<file path="src/rtl/rns_poly_subtractor.sv">
// Streaming RNS modular subtractor: out_j = (a_j - b_j) mod q_j over a
// two-stage valid/ready pipeline, with per-polynomial framing and a sticky frame error.
module rns_poly_subtractor #(
    parameter int N_SLOTS     = 4,
    parameter int Q_BASIS_LEN = 2,
    parameter int COEF_W      = 8,
    parameter logic [Q_BASIS_LEN-1:0][COEF_W-1:0] Q_MOD = {8'd97, 8'd17}
) (
    input  logic                          clk,
    input  logic                          rst_n,
    input  logic                          in_valid,
    output logic                          in_ready,
    input  logic [Q_BASIS_LEN*COEF_W-1:0] in_a,
    input  logic [Q_BASIS_LEN*COEF_W-1:0] in_b,
    input  logic                          in_last,
    output logic                          out_valid,
    input  logic                          out_ready,
    output logic [Q_BASIS_LEN*COEF_W-1:0] out_d,
    output logic                          out_last,
    output logic                          err_frame
);

    localparam int DIFF_W = COEF_W + 1;
    localparam int CNT_W  = (N_SLOTS > 1) ? $clog2(N_SLOTS) : 1;
    localparam logic [CNT_W-1:0] LAST_IDX = CNT_W'(N_SLOTS - 1);

    logic                                s1_valid_q;
    logic [Q_BASIS_LEN-1:0][DIFF_W-1:0]  s1_diff_q;
    logic [Q_BASIS_LEN-1:0][DIFF_W-1:0]  s1_diff_d;

    logic                                s2_valid_q;
    logic [Q_BASIS_LEN*COEF_W-1:0]       s2_res_q;
    logic [Q_BASIS_LEN*COEF_W-1:0]       s2_res_d;

    logic [CNT_W-1:0]                    in_cnt_q;
    logic [CNT_W-1:0]                    in_cnt_d;
    logic [CNT_W-1:0]                    out_cnt_q;
    logic [CNT_W-1:0]                    out_cnt_d;
    logic                                err_frame_q;
    logic                                err_frame_d;

    logic                                s1_adv;
    logic                                s2_adv;
    logic                                in_xfer;
    logic                                out_xfer;

    assign s2_adv   = !s2_valid_q || out_ready;
    assign s1_adv   = !s1_valid_q || s2_adv;
    assign in_ready = s1_adv;
    assign in_xfer  = in_valid && s1_adv;
    assign out_xfer = s2_valid_q && out_ready;

    // Zero-extended subtraction; the extra MSB is the borrow for stage 2.
    always_comb begin
        s1_diff_d = '0;
        for (int j = 0; j < Q_BASIS_LEN; j++) begin
            s1_diff_d[j] = {1'b0, in_a[j*COEF_W +: COEF_W]}
                         - {1'b0, in_b[j*COEF_W +: COEF_W]};
        end
    end

    // A borrow means the low bits hold a - b + 2^W; adding q_j and truncating
    // yields a - b + q_j, which lies in range for reduced operands.
    always_comb begin
        s2_res_d = '0;
        for (int j = 0; j < Q_BASIS_LEN; j++) begin
            if (s1_diff_q[j][COEF_W]) begin
                s2_res_d[j*COEF_W +: COEF_W] = s1_diff_q[j][COEF_W-1:0] + Q_MOD[j];
            end else begin
                s2_res_d[j*COEF_W +: COEF_W] = s1_diff_q[j][COEF_W-1:0];
            end
        end
    end

    always_ff @(posedge clk or negedge rst_n) begin
        if (!rst_n) begin
            s1_valid_q <= 1'b0;
            s1_diff_q  <= '0;
        end else if (s1_adv) begin
            s1_valid_q <= in_valid;
            if (in_valid) begin
                s1_diff_q <= s1_diff_d;
            end
        end
    end

    // Stage 2 only loads when it can advance, so out_d holds while stalled.
    always_ff @(posedge clk or negedge rst_n) begin
        if (!rst_n) begin
            s2_valid_q <= 1'b0;
            s2_res_q   <= '0;
        end else if (s2_adv) begin
            s2_valid_q <= s1_valid_q;
            if (s1_valid_q) begin
                s2_res_q <= s2_res_d;
            end
        end
    end

    // Frame counters wrap on their own count; in_last is only audited.
    always_comb begin
        in_cnt_d    = in_cnt_q;
        out_cnt_d   = out_cnt_q;
        err_frame_d = err_frame_q;
        if (in_xfer) begin
            in_cnt_d = (in_cnt_q == LAST_IDX) ? '0 : in_cnt_q + 1'b1;
            if (in_last != (in_cnt_q == LAST_IDX)) begin
                err_frame_d = 1'b1;
            end
        end
        if (out_xfer) begin
            out_cnt_d = (out_cnt_q == LAST_IDX) ? '0 : out_cnt_q + 1'b1;
        end
    end

    always_ff @(posedge clk or negedge rst_n) begin
        if (!rst_n) begin
            in_cnt_q    <= '0;
            out_cnt_q   <= '0;
            err_frame_q <= 1'b0;
        end else begin
            in_cnt_q    <= in_cnt_d;
            out_cnt_q   <= out_cnt_d;
            err_frame_q <= err_frame_d;
        end
    end

    assign out_valid = s2_valid_q;
    assign out_d     = s2_res_q;
    assign out_last  = s2_valid_q && (out_cnt_q == LAST_IDX);
    assign err_frame = err_frame_q;

endmodule

</file>
<file path="config.mk">
export PLATFORM = sky130hd
export DESIGN_NAME = rns_poly_subtractor
export DESIGN_NICKNAME = d
export VERILOG_FILES = /design/src/rtl/rns_poly_subtractor.sv
export SDC_FILE = /design/constraint.sdc
export NUM_CORES = 1
export LEC_CHECK = 0
export ABC_AREA = 0
export ABC_CLOCK_PERIOD_IN_PS = 1100
export BUFFER_PORTS_ARGS = -buffer_cell sky130_fd_sc_hd__buf_2
export CORE_MARGIN = 2
export CORE_UTILIZATION = 40
export DETAILED_ROUTE_END_ITERATION = 16
export PLACE_DENSITY = 0.75
export SLEW_MARGIN = 20
export SYNTH_ARGS = -nofsm -noshare
export SYNTH_HDL_FRONTEND = slang
export SYNTH_SLANG_ARGS = --single-unit
</file>
<file path="constraint.sdc">
create_clock -name clk -period 1.1 [get_ports clk]
set_input_delay 0.055 -clock clk [delete_from_list [all_inputs] [get_ports clk]]
set_output_delay 0.055 -clock clk [all_outputs]
set_load 0.005 [all_outputs]
</file>
==> summary.md <==
| Metric | Value |
|---|---|
| DRT Pass-1 Iters | 4 |
| Core box area | 5960 um2 |
| Nets | about 440 |
| Mean Syn Cell Area | between 9 and 10 um2 |
| Top_reg_cell synth | dfrtp_1 |
| Clock Power Share | 18.9% |
| Die footprint | 6830 um2 |
| Crit path DAT | 1.43 ns |
| Internal power | around 3.8 mW |
| Root Buffer | clkbuf_8 |
| Reg-to-Reg Start | s1_diff_q[0]$_DFFE_PN0P_ |
| Clk pin slew, worst setup/hold paths | 0.08 ns |
| Cells along the critical path | ha_2 > nand3_2 > a21oi_2 > xnor2_1 > o21ai_1 |
| Combinational fraction of design power | 42.2% |
| Crit path time final | 1.25 ns |
| Routed wire length per instance | 13.5 um |
| Clock insertion delay at the later pin of the skew report | 0.30 ns |
| H-Tree Depth | 2 |
| Crit path from | s1_diff_q[0]$_DFFE_PN0P_ |
| Leading cell type in the layout, fill and taps excluded | buf_2 |
| Initial core utilization | 41.5% |
| Status | finished, violations left |
| Post-synthesis compound-gate area fraction | 18.3% |
| Synth Area in Simple Gates | 15.8% |
| Synth Area in XOR/XNOR | 6.73% |
| YS warnings | 0 |
| Worst path slowest cell | dfrtp_1 |
| Most frequent cells in the layout | 49 x buf_2, 48 x buf_4, 38 x dfrtp_1, 29 x nand2_1, 21 x o21ai_1 |
| Area Growth Syn to Fin | 60.0% |
| Rel. slew slack | about two thirds |
| CP Data Required Time | 1.28 ns |
| Register area share after synthesis | 41.5% |
| Routed Antenna Nets | 0 |
| GRT Resource Usage Total | 17.6% |
| Total power | 5.69 mW |
| Hold Startpoint | in_b[0] |
| CTS tree | yes |
| FF+latch count, synth | 41 |
| Fin Clk Skew | about 0.010 ns |
| Die extent in y | a little over 80 um |
| LEAKAGE | approximately 1.9 nW |
| ANT cells | 0 |
| Crit start category | flip-flop |
| Dpl ws | -0.481 ns |
| Seq pwr share | 38.9% |
| Final setup viols | 21 |
| Cell row count | 28 |
| Post-synthesis adder-cell area fraction | 11.7% |
| Vias in the first global route | 2,114 |
| Setup CP Type | reg -> reg |
| CTS Buf Count | 5 |
| Power Density | 1440 nW/um2 |
| CTS max path bufs | 2 |
| Synth unique cells | 38 |
| Starting DRC count in detailed routing | 66 |
| Max IR drop VDD | between 0.7 and 0.8 mV |
| Post-synth EDFFs | 0 |
| F_max | 0.801 GHz |
| Input/output buffers | 56 |
| Hold WC Path Type | in -> reg |
| GPL Wtd Cong | about 0.87 |
| MaxCap Viol Count | 0 |
| Synth Cell Area | 2470 um2 |
| Mux share of post-synthesis cell area | 1.72% |
| CTS Sinks | 41 |
| DR vias/cell | slightly above 5 |
| Synthesized instance count | roughly 260 |
| Pin count of the biggest net entering global routing | 42 |
| Share of cells above drive strength 1 | 52.7% |
| Routed Wire Length | about 6200 um |
| Util after Layout | between 60% and 70% |
| Violated checks | setup timing |
| IO Pins | between 50 and 60 |
| Antenna violations before repair | 0 |
| CP Buf/Inv Count | 0 |
| Net Count, Synth | 322 |
| Die W | 82.6 um |
| Dpl hpwl | 4190 um |
| Fin crit share | 113% |
| CP Max Fanout | 4 |
| CP Capture Type | flip-flop |
| Least-Margin Pin Slew | 0.474 ns |
| RSZ-0062 raised after global routing | yes |
| Final WS setup | -0.148 ns |
| Switch share | 33.1% |
| Final Hold Viols | 0 |
| First-pass GRT wire length | 9190 um |
| Vias | between 2,000 and 2,500 |
| Residual DRC | 0 |
| Switching power | 1.88 mW |
| Crit path largest cell delay | 0.42 ns |
| Grt ovf | 0 |
| Top delay family on crit path | flip-flops |
| Post-synth ARST share | between 90% and 100% |
| Slew Viols, Final | 0 |
| Largest family of logic cells by synthesized area | compound AO/OA/AOI/OAI gates |
registers in the layout, summed over array words and instances (netlist names):
| signal | count |
|---|---|
| err_frame | 1 |
| out_d | 16 |
| out_cnt_q | 2 |
| s1_valid_q | 1 |
| in_cnt_q | 2 |
| out_valid | 1 |
| s1_diff_q | 18 |
synthesized netlist by cell type, types with 3 or more instances:
library cell,n,area (um2)
dfrtp_1,41,1030
nand2_1,40,150
o21ai_1,22,110
ha_1,20,250
inv_1,19,71.3
xor2_1,14,123
nor2_1,11,41.3
o21ai_0,11,55.1
nand2b_1,9,56.3
o31ai_1,7,52.6
nor3_1,6,30.0
nand4_1,5,31.3
o21a_1,5,37.5
xnor2_1,5,43.8
a211oi_1,4,30.0
a21oi_1,4,20.0
clkbuf_1,4,15.0
a41o_1,3,30.0
buf_2,3,15.0
worst paths after layout:
check                           slack, ns                        end  cells after the start
worst min-delay path                 0.05   s1_diff_q[0]$_DFFE_PN0P_                      3
max in group asynchronous            0.63      out_valid$_DFFE_PN0P_                      3
worst max-delay path                -0.15       out_d[6]$_DFFE_PN0P_                      5
worst max register to register      -0.15       out_d[6]$_DFFE_PN0P_                      5
worst min register to register       0.47       out_d[0]$_DFFE_PN0P_                      2
min in group asynchronous            0.26  s1_diff_q[16]$_DFFE_PN0P_                      3
area by class of cell:
class,instances,area (um2)
Sequential cell,41,1030
Inverter,19,101
Clock inverter,1,5.00
Fill cell,471,2000
Multi-Input combinational cell,196,1730
Clock buffer,7,96.3
Tap cell,75,93.8
Timing Repair Buffer,119,903
stage by stage:
step                hold slack (ns)  TNS, ns  area (um2)  instances
global placement             0.0400    -3.71        3350        433
global route                 0.0551    -2.80        3960        458
floorplan                    -0.241   -0.958        2640        263
finish                       0.0470    -1.26        3960        458
detailed placement           0.0412    -4.47        3350        433
CTS                          0.0452   -0.885        3690        450
tightest hold or removal path: stages:
cell and delay [ns]:
buf_6 0.07, ha_4 0.13, o21ai_2 0.06
kinds of logic (layout without fill, tap and decap cells):
family / Yosys count / in the layout
adder cells (fa/ha/maj): 22 / 22
flip-flops: 41 / 41
buffers and inverters: 27 / 146
AO/OA/AOI/OAI: 68 / 68
multiplexers: 4 / 4
AND/OR/NAND/NOR: 82 / 83
XOR/XNOR: 19 / 19
timing repair:
item | CTS | global route
buffers inserted | 8 | 6
gates cloned | 0 | 2
hold buffers | 1 | 0
setup endpoints to repair | 26 | 38
resized for setup | 33 | 48
pin swaps | 21 | 35
endpoints found under the hold margin | 41 | 0
power groups by stage:
stage / combinational (mW) / clock [mW] / sequential [mW]
detailed placement: 1.89 / 0 / 2.22
finish: 2.40 / 1.07 / 2.21
CTS: 2.11 / 1.07 / 2.20
global route: 2.67 / 1.14 / 2.27
global placement: 1.81 / 0 / 2.20
floorplan: 1.07 / 0 / 2.20
layer usage:
metal	GRT usage (%)	vias up	routed length, um
met2	29.1	61	3110
met3	3.37	13	292
met5	0	-	0
li1	-	1150	-
met1	22.8	1087	2590
met4	6.89	0	170
Power figures use the tool's default switching activity.
